`src/rtl/mux_sel_arb_pkg.sv`:
```
// Shared types and constants for the four-channel round-robin mux-select arbiter.
package mux_sel_arb_pkg;

    localparam int N_CH  = 4;
    localparam int IDX_W = 2;

    typedef enum logic {
        IDLE  = 1'b0,
        GRANT = 1'b1
    } arb_state_t;

endpackage

```
`src/rtl/mux_sel_arb_rr_pick.sv`:
```
// Combinational round-robin search: first set req bit at or above ptr, modulo N_CH.
module rr_pick
    import mux_sel_arb_pkg::*;
(
    input  logic [N_CH-1:0]  req,
    input  logic [IDX_W-1:0] ptr,
    output logic [IDX_W-1:0] idx,
    output logic             any
);

    logic [IDX_W-1:0] cand;

    always_comb begin
        idx  = ptr;
        cand = ptr;
        any  = |req;
        // Walk offsets downward so the closest requester to ptr is written last and wins.
        for (int k = N_CH - 1; k >= 0; k--) begin
            cand = ptr + IDX_W'(k);
            if (req[cand]) begin
                idx = cand;
            end
        end
    end

endmodule

```
`src/rtl/mux_sel_arb.sv`:
```
// Round-robin arbiter driving the select lines of a 4:1 mux, with a per-turn hold limit.
// state | meaning
// IDLE  | no owner; arbitrate on any request, s1/s2 keep the last owner index
// GRANT | owner holds mux select; release on done, owner drop or hold limit
module mux_sel_arb
    import mux_sel_arb_pkg::*;
#(
    parameter int HOLD_MAX = 8
) (
    input  logic            clk,
    input  logic            rst_n,
    input  logic [N_CH-1:0] req,
    input  logic            done,
    output logic [N_CH-1:0] gnt,
    output logic            s1,
    output logic            s2,
    output logic            busy
);

    localparam logic [7:0] HOLD_LAST = 8'(HOLD_MAX - 1);

    arb_state_t       state, state_nxt;
    logic [IDX_W-1:0] ptr, ptr_nxt;
    logic [IDX_W-1:0] sel, sel_nxt;
    logic [7:0]       hold_cnt, hold_cnt_nxt;
    logic [N_CH-1:0]  gnt_q, gnt_nxt;
    logic             busy_q, busy_nxt;
    logic [IDX_W-1:0] pick_idx;
    logic             pick_any;
    logic             rel;

    rr_pick u_pick (
        .req (req),
        .ptr (ptr),
        .idx (pick_idx),
        .any (pick_any)
    );

    // Every release cause collapses into one condition, so coincident causes act as one.
    assign rel = done | ~req[sel] | (hold_cnt == HOLD_LAST);

    always_comb begin
        state_nxt    = state;
        ptr_nxt      = ptr;
        sel_nxt      = sel;
        hold_cnt_nxt = hold_cnt;
        gnt_nxt      = gnt_q;
        busy_nxt     = busy_q;
        case (state)
            IDLE: begin
                gnt_nxt  = '0;
                busy_nxt = 1'b0;
                if (pick_any) begin
                    state_nxt    = GRANT;
                    sel_nxt      = pick_idx;
                    gnt_nxt      = {{(N_CH-1){1'b0}}, 1'b1} << pick_idx;
                    busy_nxt     = 1'b1;
                    hold_cnt_nxt = 8'd0;
                end
            end
            GRANT: begin
                if (rel) begin
                    state_nxt = IDLE;
                    gnt_nxt   = '0;
                    busy_nxt  = 1'b0;
                    ptr_nxt   = sel + IDX_W'(1);
                end else begin
                    hold_cnt_nxt = hold_cnt + 8'd1;
                end
            end
            default: begin
                state_nxt = IDLE;
                gnt_nxt   = '0;
                busy_nxt  = 1'b0;
            end
        endcase
    end

    always_ff @(posedge clk or negedge rst_n) begin
        if (!rst_n) begin
            state    <= IDLE;
            ptr      <= '0;
            sel      <= '0;
            hold_cnt <= 8'd0;
            gnt_q    <= '0;
            busy_q   <= 1'b0;
        end else begin
            state    <= state_nxt;
            ptr      <= ptr_nxt;
            sel      <= sel_nxt;
            hold_cnt <= hold_cnt_nxt;
            gnt_q    <= gnt_nxt;
            busy_q   <= busy_nxt;
        end
    end

    assign gnt  = gnt_q;
    assign busy = busy_q;
    assign s1   = sel[1];
    assign s2   = sel[0];

endmodule

```
`config.mk`:
```
export PLATFORM = sky130hd
export DESIGN_NAME = mux_sel_arb
export DESIGN_NICKNAME = d
export VERILOG_FILES = /design/src/rtl/mux_sel_arb_pkg.sv /design/src/rtl/mux_sel_arb_rr_pick.sv /design/src/rtl/mux_sel_arb.sv
export SDC_FILE = /design/constraint.sdc
export NUM_CORES = 1
export LEC_CHECK = 0
export CAP_MARGIN = 20
export CORE_MARGIN = 5
export CORE_UTILIZATION = 45
export DETAILED_ROUTE_END_ITERATION = 8
export PLACE_DENSITY = 0.68
export REMOVE_ABC_BUFFERS = 1
export SLEW_MARGIN = 10
export SYNTH_ARGS = -nofsm -noshare
export SYNTH_HDL_FRONTEND = slang
export SYNTH_SLANG_ARGS = --single-unit
```
`constraint.sdc`:
```
create_clock -name clk -period 2.5 [get_ports clk]
set_input_delay 0.5 -clock clk [delete_from_list [all_inputs] [get_ports clk]]
set_output_delay 0.5 -clock clk [all_outputs]
set_load 0.05 [all_outputs]
```
Yosys cells after proc, flatten, opt, wreduce, memory -nomap -nowiden
Cells that the tools add are included.

storage, ports and cells
  register bits after elaboration = 18
  input port bits = 7
  output and inout port bits = 7
  logic and storage cells = 54

operators by class
  add/sub/neg operators = 5
  magnitude comparators = 5
  eq/ne operators = 4
  shifts and indexed selects = 1
  muxes and demuxes = 25
  bitwise gates (word level) = 4
  reductions and logical operators = 4

operators with widths
  kind                   number
  $mux W8                2
  $pmux W8 S2            1
  $lt A2 B3 Y1 const B   5
  $bmux W1 S2            5
  $add A8 B1 Y8 const B  1
  $eq A8 B3 Y1 const B   1
  $mux W1                8
  $mux W2                4
  $mux W4                2
  $pmux W4 S2            1
  $reduce_and A2 Y1      3
  $add A2 B1 Y2 const B  2
  $add A2 B2 Y2 const B  2
  $ne A2 B2 Y1 const B   2
  $pmux W1 S2            2
  $reduce_or A4 Y1       1
  $shl A1 B2 Y4 const A  1
  $ne A2 B1 Y1 const B   1
  $not A1 Y1             2
  $or A1 B1 Y1           2

Longest topological paths before layout
Gate-level depths: netlist (run 1).

  depth in word-level cells = 10
  gate-level depth with buffers = 6
  depth with buffers taken out = 5

Hierarchy
Synthesis (run 1) repeated with hierarchy kept, for this count alone.

second synthesis, totals
  cells, all modules = 101
  area total of the unflattened synthesis = 1007.2 um^2

modules (own cells, without submodules)
  module       instances  cells each  area an instance (um^2)  seq. area each (um^2)
  mux_sel_arb  1          85          907.1                    450.4
  rr_pick      1          16          100.1                    0.0

Least setup slack after synthesis (run 1)
No wires, ideal clock.

  path kind = register -> register
  from = register sel[0]
  to = register hold_cnt[7]
  setup time = 0.078 ns
  data arrival time = 1.820 ns
  data required time = 2.422 ns
  setup slack = 0.603 ns
  stages on the path, launching flop included = 5
  path buffers = 0
  clock period less this slack = 1.897 ns
  path through = dfrtp_1 > mux4_2 > o311ai_4 > or4_1 > a21oi_1

between the ends
  longest elaborated chain between the ends = 7

ends and longest elaborated chain
  element                             RTL line           RTL
  start, declared                     mux_sel_arb.sv:24  logic [IDX_W-1:0] sel, sel_nxt;
  start signal, assigned              mux_sel_arb.sv:90  sel <= sel_nxt;
  $bmux W1 S2                         mux_sel_arb.sv:40  assign rel = done | ~req[sel] | (hold_cnt == HOLD_LAST);
  $mux W1 (not written as such)       mux_sel_arb.sv:40
  $not A1 Y1                          mux_sel_arb.sv:40
  $or A1 B1 Y1 (2 in a row)           mux_sel_arb.sv:40
  $ne A2 B2 Y1 (no source line)       -
  $reduce_and A2 Y1 (no source line)  -
  end signal, assigned                mux_sel_arb.sv:91  hold_cnt <= hold_cnt_nxt;
  end, declared                       mux_sel_arb.sv:25  logic [7:0] hold_cnt, hold_cnt_nxt;

Every way passes these cells. The select of a mux whose other input is x is not followed.
A chain may end at the register's enable or synchronous reset.

Final worst setup path (run 1)
  from = register sel[0]
  to = output port s2

RTL lines
  element        RTL line           RTL
  end, declared  mux_sel_arb.sv:16  output logic s2,

No word-level cell between the ends.

==> metrics.txt, run 1 <==
# TYPE chip_impl_metric gauge
chip_impl_info{name="status",value="finished clean"} 1
chip_impl_metric{name="timing.critical_path.required",unit="ns"} 2.00
chip_impl_metric{name="syn_area_per_cell",unit="µm²"} 10.2
chip_impl_metric{name="n_fill_cell",unit=""} 179
chip_impl_metric{name="grt_first_pass_wirelength",unit="µm"} 3560
chip_impl_metric{name="p_per_area",unit="nW/µm²"} 1070
chip_impl_metric{name="number_of_enable_type_register_cells_in_the_synthesized_netlist",unit=""} 0
chip_impl_metric{name="setup-violations-final",unit=""} 0
chip_impl_metric{name="place.gp.congestion",unit=""} 0.885
chip_impl_metric{name="synth_cell_types",unit=""} 32
chip_impl_metric{name="slew_worst_pin",unit="ns"} 0.508
chip_impl_metric{name="count_of_endpoints_failing_hold_in_the_final_timing_report",unit=""} 0
chip_impl_metric{name="antenna_found_initial",unit=""} 0
chip_impl_metric{name="cts-hold-fix-buffers",unit=""} 0
chip_impl_metric{name="route.detailed.wl_per_inst",unit="µm"} 14.3
chip_impl_info{name="critical-path-top-delay-family",value="buffers and inverters"} 1
chip_impl_metric{name="grt_max_degree",unit=""} 19
chip_impl_metric{name="routed_wl",unit="µm"} 2010
chip_impl_metric{name="cts_setup_buffers",unit=""} 0
chip_impl_metric{name="maxClockFrequency",unit="GHz"} 0.480
chip_impl_metric{name="synth-seq-cells",unit=""} 18
chip_impl_metric{name="place_hpwl",unit="µm"} 1540
chip_impl_metric{name="htree_levels",unit=""} 1
chip_impl_metric{name="async_flop_share",unit="%"} 100
chip_impl_metric{name="detail-route-antenna-nets",unit=""} 0
chip_impl_info{name="grt_setup_unrepaired",value="no"} 1
chip_impl_metric{name="cts.sinks",unit=""} 18
chip_impl_metric{name="report.final.slew_viol_count",unit=""} 0
chip_impl_info{name="crit_path_top_delay_cell",value="clkdlybuf4s50_1"} 1
chip_impl_metric{name="top_level_ports",unit=""} 14
chip_impl_info{name="cp_cell_sequence",value="clkdlybuf4s50_1"} 1
chip_impl_metric{name="detailroute.via_count",unit=""} 811
chip_impl_info{name="clockRootBuffer",value="clkbuf_4"} 1
chip_impl_metric{name="r2r_setup_slack",unit="ns"} 0.64
chip_impl_metric{name="critPathBufInv",unit=""} 1
chip_impl_info{name="synth_top_cell_by_area",value="dfrtp_1"} 1
chip_impl_info{name="reg2reg_from",value="hold_cnt[3]$_DFFE_PN0P_"} 1
chip_impl_metric{name="dieArea",unit="µm²"} 3140
chip_impl_metric{name="die_h",unit="µm"} 56.1
chip_impl_metric{name="critical_path_peak_fanout",unit=""} 5
chip_impl_metric{name="setup-tns-final",unit="ns"} 0
chip_impl_metric{name="design.core.area",unit="µm²"} 2000
chip_impl_metric{name="worst_hold_path.num_cells",unit=""} 2
chip_impl_metric{name="timing.slew.headroom",unit="%"} 66.0
chip_impl_info{name="rr_endpoint",value="hold_cnt[4]$_DFFE_PN0P_"} 1
chip_impl_info{name="worst_setup_path_start_kind",value="register"} 1
chip_impl_metric{name="length_in_cells_of_the_worst_reg_to_reg_path",unit=""} 5
chip_impl_metric{name="clkSlewWorstSetupHoldPaths",unit="ns"} 0.10
chip_impl_metric{name="placement.io_buffers",unit=""} 13
chip_impl_metric{name="peakVddDrop",unit="mV"} 0.739
chip_impl_info{name="hold_path_class",value="reg2reg"} 1
chip_impl_metric{name="xor_and_xnor_area_share_after_synthesis",unit="%"} 0.917
chip_impl_info{name="capturing_element_of_the_worst_setup_path",value="s2"} 1
chip_impl_metric{name="dpl-instance-area",unit="µm²"} 1140
chip_impl_metric{name="synth-simple-area-share",unit="%"} 19.7
chip_impl_metric{name="tmin_final",unit="ns"} 2.09
chip_impl_metric{name="antenna_cells_inserted",unit=""} 0
chip_impl_info{name="crit_start",value="sel[0]$_DFFE_PN0P_"} 1
chip_impl_metric{name="ctsLongestPathBuffers",unit=""} 2
chip_impl_info{name="setup_cp_type",value="reg2out"} 1
chip_impl_metric{name="yosys.area.top_type_share",unit="%"} 47.2
chip_impl_metric{name="cellLeakagePower",unit="nW"} 0.479
chip_impl_metric{name="post_synth_mux_area_share",unit="%"} 3.41
chip_impl_metric{name="final_cell_area",unit="µm²"} 1170
chip_impl_metric{name="synthCells",unit=""} 94
chip_impl_info{name="post-synth-top-count-cell",value="dfrtp_1"} 1
chip_impl_metric{name="numCtsBuffers",unit=""} 3
chip_impl_metric{name="syn-cell-area",unit="µm²"} 955
chip_impl_metric{name="std_cell_rows",unit=""} 16
chip_impl_metric{name="grt.total_usage",unit="%"} 14.3
chip_impl_info{name="timing.hold.worst.start",value="busy$_DFFE_PN0P_"} 1
chip_impl_metric{name="drt-pass1-iter-count",unit=""} 4
chip_impl_metric{name="globalRoute.totalOverflow",unit=""} 0
chip_impl_metric{name="synth.yosys.warnings",unit=""} 0
chip_impl_metric{name="dp_worst_setup_slack",unit="ns"} 0.218
chip_impl_info{name="worstSetupEndpointType",value="primary output"} 1
chip_impl_metric{name="post_drt_via_cell_ratio",unit=""} 5.79
chip_impl_metric{name="setup_ws",unit="ns"} 0.415
chip_impl_metric{name="worstSetupPathDepth",unit=""} 1
chip_impl_metric{name="grt_pass1_vias",unit=""} 797
chip_impl_metric{name="nets",unit=""} 122
chip_impl_metric{name="synth_sequential_area_ratio",unit="%"} 47.2
chip_impl_metric{name="compound_gate_fraction_of_synth_area",unit="%"} 26.0
chip_impl_metric{name="critical_path.max_stage_delay",unit="ns"} 0.84
chip_impl_metric{name="start_util",unit="%"} 47.7
chip_impl_info{name="cts_tree",value="yes"} 1
chip_impl_metric{name="worst_setup_skew_after_layout",unit="ns"} 0.00171
chip_impl_metric{name="drt-initial-drc-count",unit=""} 16
chip_impl_metric{name="yosys.area_share.adder",unit="%"} 1.31
chip_impl_metric{name="die-width",unit="µm"} 56.1
chip_impl_metric{name="fin_util",unit="%"} 58.6
chip_impl_info{name="dominantRegCellSynth",value="dfrtp_1"} 1
chip_impl_metric{name="fraction_of_final_layout_cells_with_drive_strength_greater_than_1",unit="%"} 10.6
chip_impl_metric{name="period_share",unit="%"} 83.4
chip_impl_metric{name="worstSkewPairLatency",unit="ns"} 0.29
chip_impl_metric{name="remaining_drc_errors",unit=""} 0
chip_impl_metric{name="number_of_max_capacitance_violations_reported",unit=""} 0
chip_impl_metric{name="syn2layout_area_growth",unit="%"} 22.9
chip_impl_info{name="synth_top_family_by_area",value="compound AO/OA/AOI/OAI gates"} 1
chip_impl_info{name="netlist_top_cells_count",value="dfrtp_1 (18), nand2_1 (17), o31ai_1 (7)"} 1
chip_impl_info{name="synth_top_cells_by_area",value="dfrtp_1 (47%), nand2_1 (6.7%), o31ai_1 (5.5%)"} 1
chip_impl_metric{name="critical_path_arrival",unit="ns"} 1.59
chip_impl_metric{name="postCtsResizedCells",unit=""} 0
==> worst min-delay path, delay by kind of cell (launching register included) <==
kind,cells,cell delay (ns)
flip-flops,1,0.36
AND/OR/NAND/NOR,2,0.10
==> where the power goes <==
part	switching (W)	total (W)	internal, W
Combinational	0.000379	0.000605	0.000225
Sequential	0.0000976	0.000476	0.000379
Clock	0.0000886	0.000177	0.0000887
==> layer usage <==
layer	GRT usage, %	up-vias	share of wire [%]
met1	19.2	398	50
met3	3.71	4	4.2
met5	0	-	0
met2	21.4	12	44
met4	6.78	0	1.0
li1	-	397	-
==> metrics by stage <==
stage	cells	total power [W]	hold WS (ns)
2_1_floorplan	92	0.000880	0.204
3_3_place_gp	136	0.00108	0.460
3_5_place_dp	136	0.00109	0.467
4_1_cts	140	0.00127	0.490
5_1_grt	140	0.00134	0.523
6_report	140	0.00126	0.488
==> kinds of logic after synthesis <==
logic type / Yosys count
and+or+nand+nor: 37
muxes: 2
DFF: 18
adders and majority gates: 1
xor gates and xnor gates: 1
buffers and inverters: 3
AOI/OAI and AO/OA: 32
==> cell usage in the layout (no fill, tap or decap), types with 4 or more instances in the layout <==
master | netlist | routed
nor2b_1 | 5 | 5
nand3_1 | 5 | 5
buf_4 | 1 | 4
clkdlybuf4s50_1 | 0 | 13
o31ai_1 | 7 | 7
a21oi_1 | 6 | 6
nand2_1 | 17 | 17
o21ai_0 | 6 | 6
dfrtp_1 | 18 | 18
==> layout make-up <==
class,count,area [µm²],share of cell area (%)
Multi-Input combinational cell,73,489,41.7
Timing Repair Buffer,17,160,13.6
Sequential cell,18,450,38.4
Inverter,1,3.75,0.320
Tap cell,27,33.8,2.88
Clock buffer,4,36.3,3.09
==> worst min-delay path by stage <==
stage	endpoint	slack, ns
final	busy$_DFFE_PN0P_	0.49
after CTS	gnt[2]$_DFFE_PN0P_	0.49
after global routing	busy$_DFFE_PN0P_	0.52
after global placement	busy$_DFFE_PN0P_	0.46
after floorplan	busy$_DFFE_PN0P_	0.20
after detailed placement	gnt[2]$_DFFE_PN0P_	0.47
==> sequential cells by signal, summed over array words and instances (netlist names) <==
name      count
hold_cnt      8
state         1
gnt           4
sel           2
ptr           2
busy          1
Power figures use the tool's default switching activity.
==> inputs of run 2 (changes only) <==
==> constraint.sdc (replaced) <==
create_clock -name clk -period 2 [get_ports clk]
set_input_delay 0.4 -clock clk [delete_from_list [all_inputs] [get_ports clk]]
set_output_delay 0.4 -clock clk [all_outputs]
set_load 0.05 [all_outputs]
==> metrics.txt, run 2 (synthesis results as in run 1) <==
# TYPE chip_impl_metric gauge
chip_impl_metric{name="htree_levels",unit=""} 1
chip_impl_metric{name="setup-violations-final",unit=""} 0
chip_impl_metric{name="drt-initial-drc-count",unit=""} 18
chip_impl_metric{name="dpl-instance-area",unit="µm²"} 1150
chip_impl_metric{name="worst_setup_skew_after_layout",unit="ns"} 0.00363
chip_impl_metric{name="syn2layout_area_growth",unit="%"} 24.8
chip_impl_metric{name="slew_worst_pin",unit="ns"} 0.503
chip_impl_metric{name="number_of_max_capacitance_violations_reported",unit=""} 0
chip_impl_info{name="reg2reg_from",value="hold_cnt[3]$_DFFE_PN0P_"} 1
chip_impl_metric{name="flip_flop_count_of_the_largest_register_after_layout",unit=""} 8
chip_impl_metric{name="antenna_cells_inserted",unit=""} 0
chip_impl_metric{name="remaining_drc_errors",unit=""} 0
chip_impl_metric{name="length_in_cells_of_the_worst_reg_to_reg_path",unit=""} 5
chip_impl_metric{name="detailroute.via_count",unit=""} 813
chip_impl_metric{name="ctsLongestPathBuffers",unit=""} 2
chip_impl_metric{name="count_of_endpoints_failing_hold_in_the_final_timing_report",unit=""} 0
chip_impl_info{name="cts_tree",value="yes"} 1
chip_impl_metric{name="numCtsBuffers",unit=""} 3
chip_impl_metric{name="detail-route-antenna-nets",unit=""} 0
chip_impl_metric{name="grt_pass1_vias",unit=""} 781
chip_impl_metric{name="n_fill_cell",unit=""} 187
chip_impl_info{name="worst_setup_path_start_kind",value="register"} 1
chip_impl_metric{name="report.final.slew_viol_count",unit=""} 0
chip_impl_metric{name="final_cell_area",unit="µm²"} 1190
chip_impl_metric{name="placement.io_buffers",unit=""} 13
chip_impl_info{name="registers.top_by_ff_count",value="hold_cnt"} 1
chip_impl_metric{name="setup-tns-final",unit="ns"} 0
chip_impl_metric{name="route.detailed.wl_per_inst",unit="µm"} 14.5
chip_impl_metric{name="start_util",unit="%"} 47.7
chip_impl_metric{name="grt_first_pass_wirelength",unit="µm"} 3620
chip_impl_metric{name="post_drt_via_cell_ratio",unit=""} 5.69
chip_impl_metric{name="final-seq-area",unit="µm²"} 450
chip_impl_metric{name="tmin_final",unit="ns"} 1.87
chip_impl_info{name="grt_setup_unrepaired",value="no"} 1
chip_impl_metric{name="peakVddDrop",unit="mV"} 0.955
chip_impl_metric{name="critical_path.max_stage_delay",unit="ns"} 0.80
chip_impl_metric{name="whs",unit="ns"} 0.417
chip_impl_metric{name="cts-hold-fix-buffers",unit=""} 0
chip_impl_metric{name="overall_power_of_the_completed_layout",unit="W"} 0.00159
chip_impl_metric{name="timing.critical_path.required",unit="ns"} 1.60
chip_impl_metric{name="drt-pass1-iter-count",unit=""} 4
chip_impl_info{name="setup_cp_type",value="reg2out"} 1
chip_impl_metric{name="grt.total_usage",unit="%"} 14.5
chip_impl_metric{name="p_per_area",unit="nW/µm²"} 1330
chip_impl_info{name="clockRootBuffer",value="clkbuf_4"} 1
chip_impl_info{name="cp_cell_sequence",value="clkdlybuf4s50_1"} 1
chip_impl_info{name="layout_commonest_cell",value="dfrtp_1"} 1
chip_impl_metric{name="maxClockFrequency",unit="GHz"} 0.534
chip_impl_metric{name="critical_path_arrival",unit="ns"} 1.47
chip_impl_info{name="rr_endpoint",value="hold_cnt[5]$_DFFE_PN0P_"} 1
chip_impl_metric{name="die-width",unit="µm"} 56.1
chip_impl_metric{name="routed_wl",unit="µm"} 2070
chip_impl_metric{name="clkSlewWorstSetupHoldPaths",unit="ns"} 0.11
chip_impl_metric{name="grt_max_degree",unit=""} 19
chip_impl_metric{name="cts_setup_buffers",unit=""} 0
chip_impl_metric{name="die_h",unit="µm"} 56.1
chip_impl_metric{name="nets",unit=""} 125
chip_impl_metric{name="dpl.cell_count",unit=""} 139
chip_impl_metric{name="postCtsResizedCells",unit=""} 0
chip_impl_metric{name="std_cell_rows",unit=""} 16
chip_impl_info{name="critical-path-top-delay-family",value="buffers and inverters"} 1
chip_impl_info{name="crit_path_top_delay_cell",value="clkdlybuf4s50_1"} 1
chip_impl_info{name="hold_path_class",value="in2async"} 1
chip_impl_metric{name="top_level_ports",unit=""} 14
chip_impl_metric{name="place.gp.congestion",unit=""} 0.799
chip_impl_metric{name="dieArea",unit="µm²"} 3140
chip_impl_metric{name="timing.slew.headroom",unit="%"} 66.4
chip_impl_metric{name="fraction_of_final_layout_cells_with_drive_strength_greater_than_1",unit="%"} 14.7
chip_impl_metric{name="multi_input_area",unit="µm²"} 489
chip_impl_metric{name="design.core.area",unit="µm²"} 2000
chip_impl_info{name="status",value="finished clean"} 1
chip_impl_metric{name="place_hpwl",unit="µm"} 1560
chip_impl_info{name="worstSetupEndpointType",value="primary output"} 1
chip_impl_metric{name="worstSkewPairLatency",unit="ns"} 0.30
chip_impl_info{name="layout_common_cells",value="dfrtp_1 (18), nand2_1 (17), clkdlybuf4s50_1 (11), buf_4 (9), o31ai_1 (7)"} 1
chip_impl_metric{name="post_layout_nonfiller_instances",unit=""} 143
chip_impl_metric{name="antenna_found_initial",unit=""} 0
chip_impl_metric{name="cellLeakagePower",unit="nW"} 0.496
chip_impl_metric{name="critical_path_peak_fanout",unit=""} 2
chip_impl_metric{name="period_share",unit="%"} 93.7
chip_impl_metric{name="cts.sinks",unit=""} 18
chip_impl_metric{name="r2r_setup_slack",unit="ns"} 0.13
chip_impl_metric{name="globalRoute.totalOverflow",unit=""} 0
chip_impl_metric{name="critPathBufInv",unit=""} 1
-- run 2: cell types whose count changed in the layout (fill, tap and decap cells not counted) --
cell / change
clkdlybuf4s50_1: -2
buf_4: +5
-- run 2: layout make-up --
class | instances | share of cell area [%]
multi-input cells | 73 | 41.1
inverters | 1 | 0.315
flip-flops and latches | 18 | 37.8
clock buffers | 4 | 3.05
repair buffers | 20 | 14.9
well taps | 27 | 2.84
-- run 2: where the power goes --
group / switching, W / internal [W]
registers: 0.000120 / 0.000473
clock network: 0.000117 / 0.000111
logic: 0.000475 / 0.000288
-- run 2: routing by layer --
layer	track usage, %	share of wire [%]
met1	20.7	49
met2	20.7	45
met3	3.71	4.4
met4	6.10	0.97
met5	0	0
-- run 2: stage by stage --
stage                     worst slack, ns  utilization (%)
final                               0.127             59.5
after global routing               0.0299             59.5
after CTS                           0.119             59.5
after detailed placement          -0.0969             57.7
after global placement            -0.0422             57.7
after floorplan                    0.0312                -
-- run 2: worst reg2reg max path, cell delays in order (launching register included) --
cell	delay, ns
dfrtp_1	0.45
or4_4	0.59
o311ai_4	0.31
buf_4	0.23
o31ai_1	0.09
a21oi_1	0.13
-- run 2: worst max path at each step --
stage | startpoint | to | slack (ns) | cells past startpoint
2_1_floorplan | sel[0]$_DFFE_PN0P_ | hold_cnt[7]$_DFFE_PN0P_ | 0.03 | 4
3_3_place_gp | req[2] | hold_cnt[5]$_DFFE_PN0P_ | -0.04 | 5
3_5_place_dp | req[2] | hold_cnt[5]$_DFFE_PN0P_ | -0.1 | 5
4_1_cts | gnt[3]$_DFFE_PN0P_ | gnt[3] | 0.12 | 1
5_1_grt | hold_cnt[3]$_DFFE_PN0P_ | hold_cnt[3]$_DFFE_PN0P_ | 0.03 | 5
6_report | gnt[3]$_DFFE_PN0P_ | gnt[3] | 0.13 | 1
==> inputs of run 3 (changes only) <==
--- a/config.mk
+++ b/config.mk
@@ -6,6 +6,7 @@
 export NUM_CORES = 1
 export LEC_CHECK = 0
 export CAP_MARGIN = 20
+export CORE_ASPECT_RATIO = 0.7
 export CORE_MARGIN = 5
 export CORE_UTILIZATION = 45
 export DETAILED_ROUTE_END_ITERATION = 8
==> metrics.txt, run 3 (synthesis results as in run 1) <==
# TYPE chip_impl_metric gauge
chip_impl_info{name="layout_commonest_cell",value="dfrtp_1"} 1
chip_impl_metric{name="setup-violations-final",unit=""} 0
chip_impl_info{name="gr-max-usage-layer",value="met2"} 1
chip_impl_metric{name="number_of_max_capacitance_violations_reported",unit=""} 0
chip_impl_metric{name="drt-pass1-iter-count",unit=""} 4
chip_impl_metric{name="tmin_final",unit="ns"} 1.88
chip_impl_metric{name="route.detailed.wl_per_inst",unit="µm"} 16.4
chip_impl_metric{name="detailroute.via_count",unit=""} 846
chip_impl_metric{name="timing.critical_path.required",unit="ns"} 1.60
chip_impl_metric{name="post_drt_via_cell_ratio",unit=""} 6.00
chip_impl_metric{name="critical_path.max_stage_delay",unit="ns"} 0.82
chip_impl_metric{name="gr-usage-met1",unit="%"} 21.0
chip_impl_metric{name="critPathBufInv",unit=""} 1
chip_impl_metric{name="start_util",unit="%"} 45.8
chip_impl_metric{name="multi_input_area",unit="µm²"} 489
chip_impl_metric{name="report.final.slew_viol_count",unit=""} 0
chip_impl_metric{name="std_cell_rows",unit=""} 14
chip_impl_metric{name="maxClockFrequency",unit="GHz"} 0.533
chip_impl_metric{name="dpl.cell_count",unit=""} 138
chip_impl_metric{name="internal_power",unit="W"} 0.000861
chip_impl_metric{name="htree_levels",unit=""} 1
chip_impl_metric{name="groute.layer.met2.usage",unit="%"} 25.6
chip_impl_metric{name="nets",unit=""} 127
chip_impl_metric{name="grt_first_pass_wirelength",unit="µm"} 3950
chip_impl_metric{name="grt.met3_usage",unit="%"} 6.48
chip_impl_metric{name="worst_setup_skew_after_layout",unit="ns"} 0.00803
chip_impl_metric{name="antenna_cells_inserted",unit=""} 0
chip_impl_metric{name="timing.slew.headroom",unit="%"} 65.9
chip_impl_metric{name="whs",unit="ns"} 0.414
chip_impl_metric{name="placement.io_buffers",unit=""} 13
chip_impl_metric{name="clock_power_share",unit="%"} 11.5
chip_impl_metric{name="top_level_ports",unit=""} 14
chip_impl_info{name="worst_setup_path_start_kind",value="register"} 1
chip_impl_metric{name="globalRoute.totalOverflow",unit=""} 0
chip_impl_metric{name="die_h",unit="µm"} 48.5
chip_impl_metric{name="n_fill_cell",unit=""} 198
chip_impl_info{name="setup_cp_type",value="reg2out"} 1
chip_impl_info{name="layout_common_cells",value="dfrtp_1 (18), nand2_1 (17), clkdlybuf4s50_1 (11), buf_4 (10), o31ai_1 (7)"} 1
chip_impl_info{name="worstSetupEndpointType",value="primary output"} 1
chip_impl_metric{name="detail-route-antenna-nets",unit=""} 0
chip_impl_metric{name="total_switching_power",unit="W"} 0.000728
chip_impl_metric{name="dp_worst_setup_slack",unit="ns"} -0.0677
chip_impl_metric{name="cts.sinks",unit=""} 18
chip_impl_metric{name="drt-initial-drc-count",unit=""} 48
chip_impl_metric{name="post_layout_nonfiller_instances",unit=""} 141
chip_impl_metric{name="die-width",unit="µm"} 65.1
chip_impl_metric{name="grt.total_usage",unit="%"} 16.3
chip_impl_metric{name="design.core.area",unit="µm²"} 2080
chip_impl_metric{name="part_of_the_power_in_combinational_logic",unit="%"} 51.4
chip_impl_metric{name="count_of_endpoints_failing_hold_in_the_final_timing_report",unit=""} 0
chip_impl_info{name="grt_setup_unrepaired",value="no"} 1
chip_impl_metric{name="setup_ws",unit="ns"} 0.125
chip_impl_info{name="cts_tree",value="yes"} 1
chip_impl_metric{name="place_hpwl",unit="µm"} 1760
chip_impl_metric{name="place.gp.congestion",unit=""} 0.799
chip_impl_metric{name="remaining_drc_errors",unit=""} 0
chip_impl_metric{name="setup-tns-final",unit="ns"} 0
chip_impl_metric{name="ctsLongestPathBuffers",unit=""} 2
chip_impl_metric{name="cellLeakagePower",unit="nW"} 0.508
chip_impl_metric{name="slew_worst_pin",unit="ns"} 0.510
chip_impl_metric{name="numCtsBuffers",unit=""} 3
chip_impl_metric{name="grt_max_degree",unit=""} 19
chip_impl_info{name="critical-path-top-delay-family",value="buffers and inverters"} 1
chip_impl_metric{name="grt_pass1_vias",unit=""} 834
chip_impl_metric{name="switching_share",unit="%"} 45.8
chip_impl_metric{name="worstSkewPairLatency",unit="ns"} 0.30
chip_impl_info{name="clockRootBuffer",value="clkbuf_4"} 1
chip_impl_metric{name="syn2layout_area_growth",unit="%"} 25.0
chip_impl_info{name="status",value="finished clean"} 1
chip_impl_metric{name="seq_power_share",unit="%"} 37.1
chip_impl_metric{name="dieArea",unit="µm²"} 3160
chip_impl_info{name="registers.top_by_ff_count",value="hold_cnt"} 1
chip_impl_metric{name="p_per_area",unit="nW/µm²"} 1330
chip_impl_metric{name="antenna_found_initial",unit=""} 0
chip_impl_metric{name="final-seq-area",unit="µm²"} 450
chip_impl_metric{name="critical_path_peak_fanout",unit=""} 2
chip_impl_metric{name="critical_path_arrival",unit="ns"} 1.48
chip_impl_info{name="cp_cell_sequence",value="clkdlybuf4s50_1"} 1
chip_impl_info{name="crit_path_top_delay_cell",value="clkdlybuf4s50_1"} 1
chip_impl_metric{name="cts-hold-fix-buffers",unit=""} 0
chip_impl_metric{name="peakVddDrop",unit="mV"} 0.638
chip_impl_metric{name="clkSlewWorstSetupHoldPaths",unit="ns"} 0.10
chip_impl_metric{name="flip_flop_count_of_the_largest_register_after_layout",unit=""} 8
chip_impl_metric{name="routed_wl",unit="µm"} 2320
chip_impl_metric{name="fraction_of_final_layout_cells_with_drive_strength_greater_than_1",unit="%"} 14.5
chip_impl_info{name="hold_path_class",value="in2async"} 1
chip_impl_metric{name="period_share",unit="%"} 93.8
==> run 3: changes by cell type in the layout (fill, tap and decap cells not counted), sizes merged <==
cell / before / now
buf: 9 / 10
clkbuf: 4 / 3
dlymetal6s2s: 0 / 1
==> run 3: power by group through the flow <==
stage / logic, W / registers (W) / clock network (W)
floorplan: 0.000309 / 0.000791 / 0
global placement: 0.000802 / 0.000590 / 0
detailed placement: 0.000822 / 0.000595 / 0
CTS: 0.000825 / 0.000588 / 0.000183
global route: 0.000876 / 0.000608 / 0.000211
finish: 0.000817 / 0.000590 / 0.000183
==> run 3: layout make-up <==
class                   count  share of cell area (%)
clock buffers               3                    1.89
inverters                   1                   0.314
multi-input cells          73                    41.0
flip-flops and latches     18                    37.7
well taps                  24                    2.52
repair buffers             22                    16.6
==> run 3: per-stage QoR <==
stage	util [%]	total power (W)	instance area, µm²
final	57.3	0.00159	1190
after global routing	57.3	0.00170	1190
after CTS	57.1	0.00160	1190
after detailed placement	56.1	0.00142	1170
after global placement	56.1	0.00139	1170
after floorplan	-	0.00110	943
==> run 3: timing repair <==
item                       CTS  global route
setup buffers                0             0
gates resized for setup      0             1
hold endpoints to repair     0             0
setup endpoints to repair    0             1
==> run 3: worst paths after layout <==
| check | start | to | slack [ns] | cells after the start |
|---|---|---|---|---|
| worst max-delay path | busy$_DFFE_PN0P_ | busy | 0.12 | 1 |
| worst max register to register | hold_cnt[3]$_DFFE_PN0P_ | hold_cnt[2]$_DFFE_PN0P_ | 0.13 | 4 |
| min in group clk | gnt[0]$_DFFE_PN0P_ | gnt[0]$_DFFE_PN0P_ | 0.48 | 2 |
| worst min register to register | gnt[0]$_DFFE_PN0P_ | gnt[0]$_DFFE_PN0P_ | 0.48 | 2 |
| worst min-delay path | rst_n | hold_cnt[5]$_DFFE_PN0P_ | 0.41 | 2 |
| max in group asynchronous | rst_n | gnt[0]$_DFFE_PN0P_ | 1.38 | 2 |
==> run 3: metal layers <==
layer,vias up,routed length [µm]
li1,411,-
met1,417,1120
met2,14,1090
met3,4,91
met4,0,19
met5,-,0
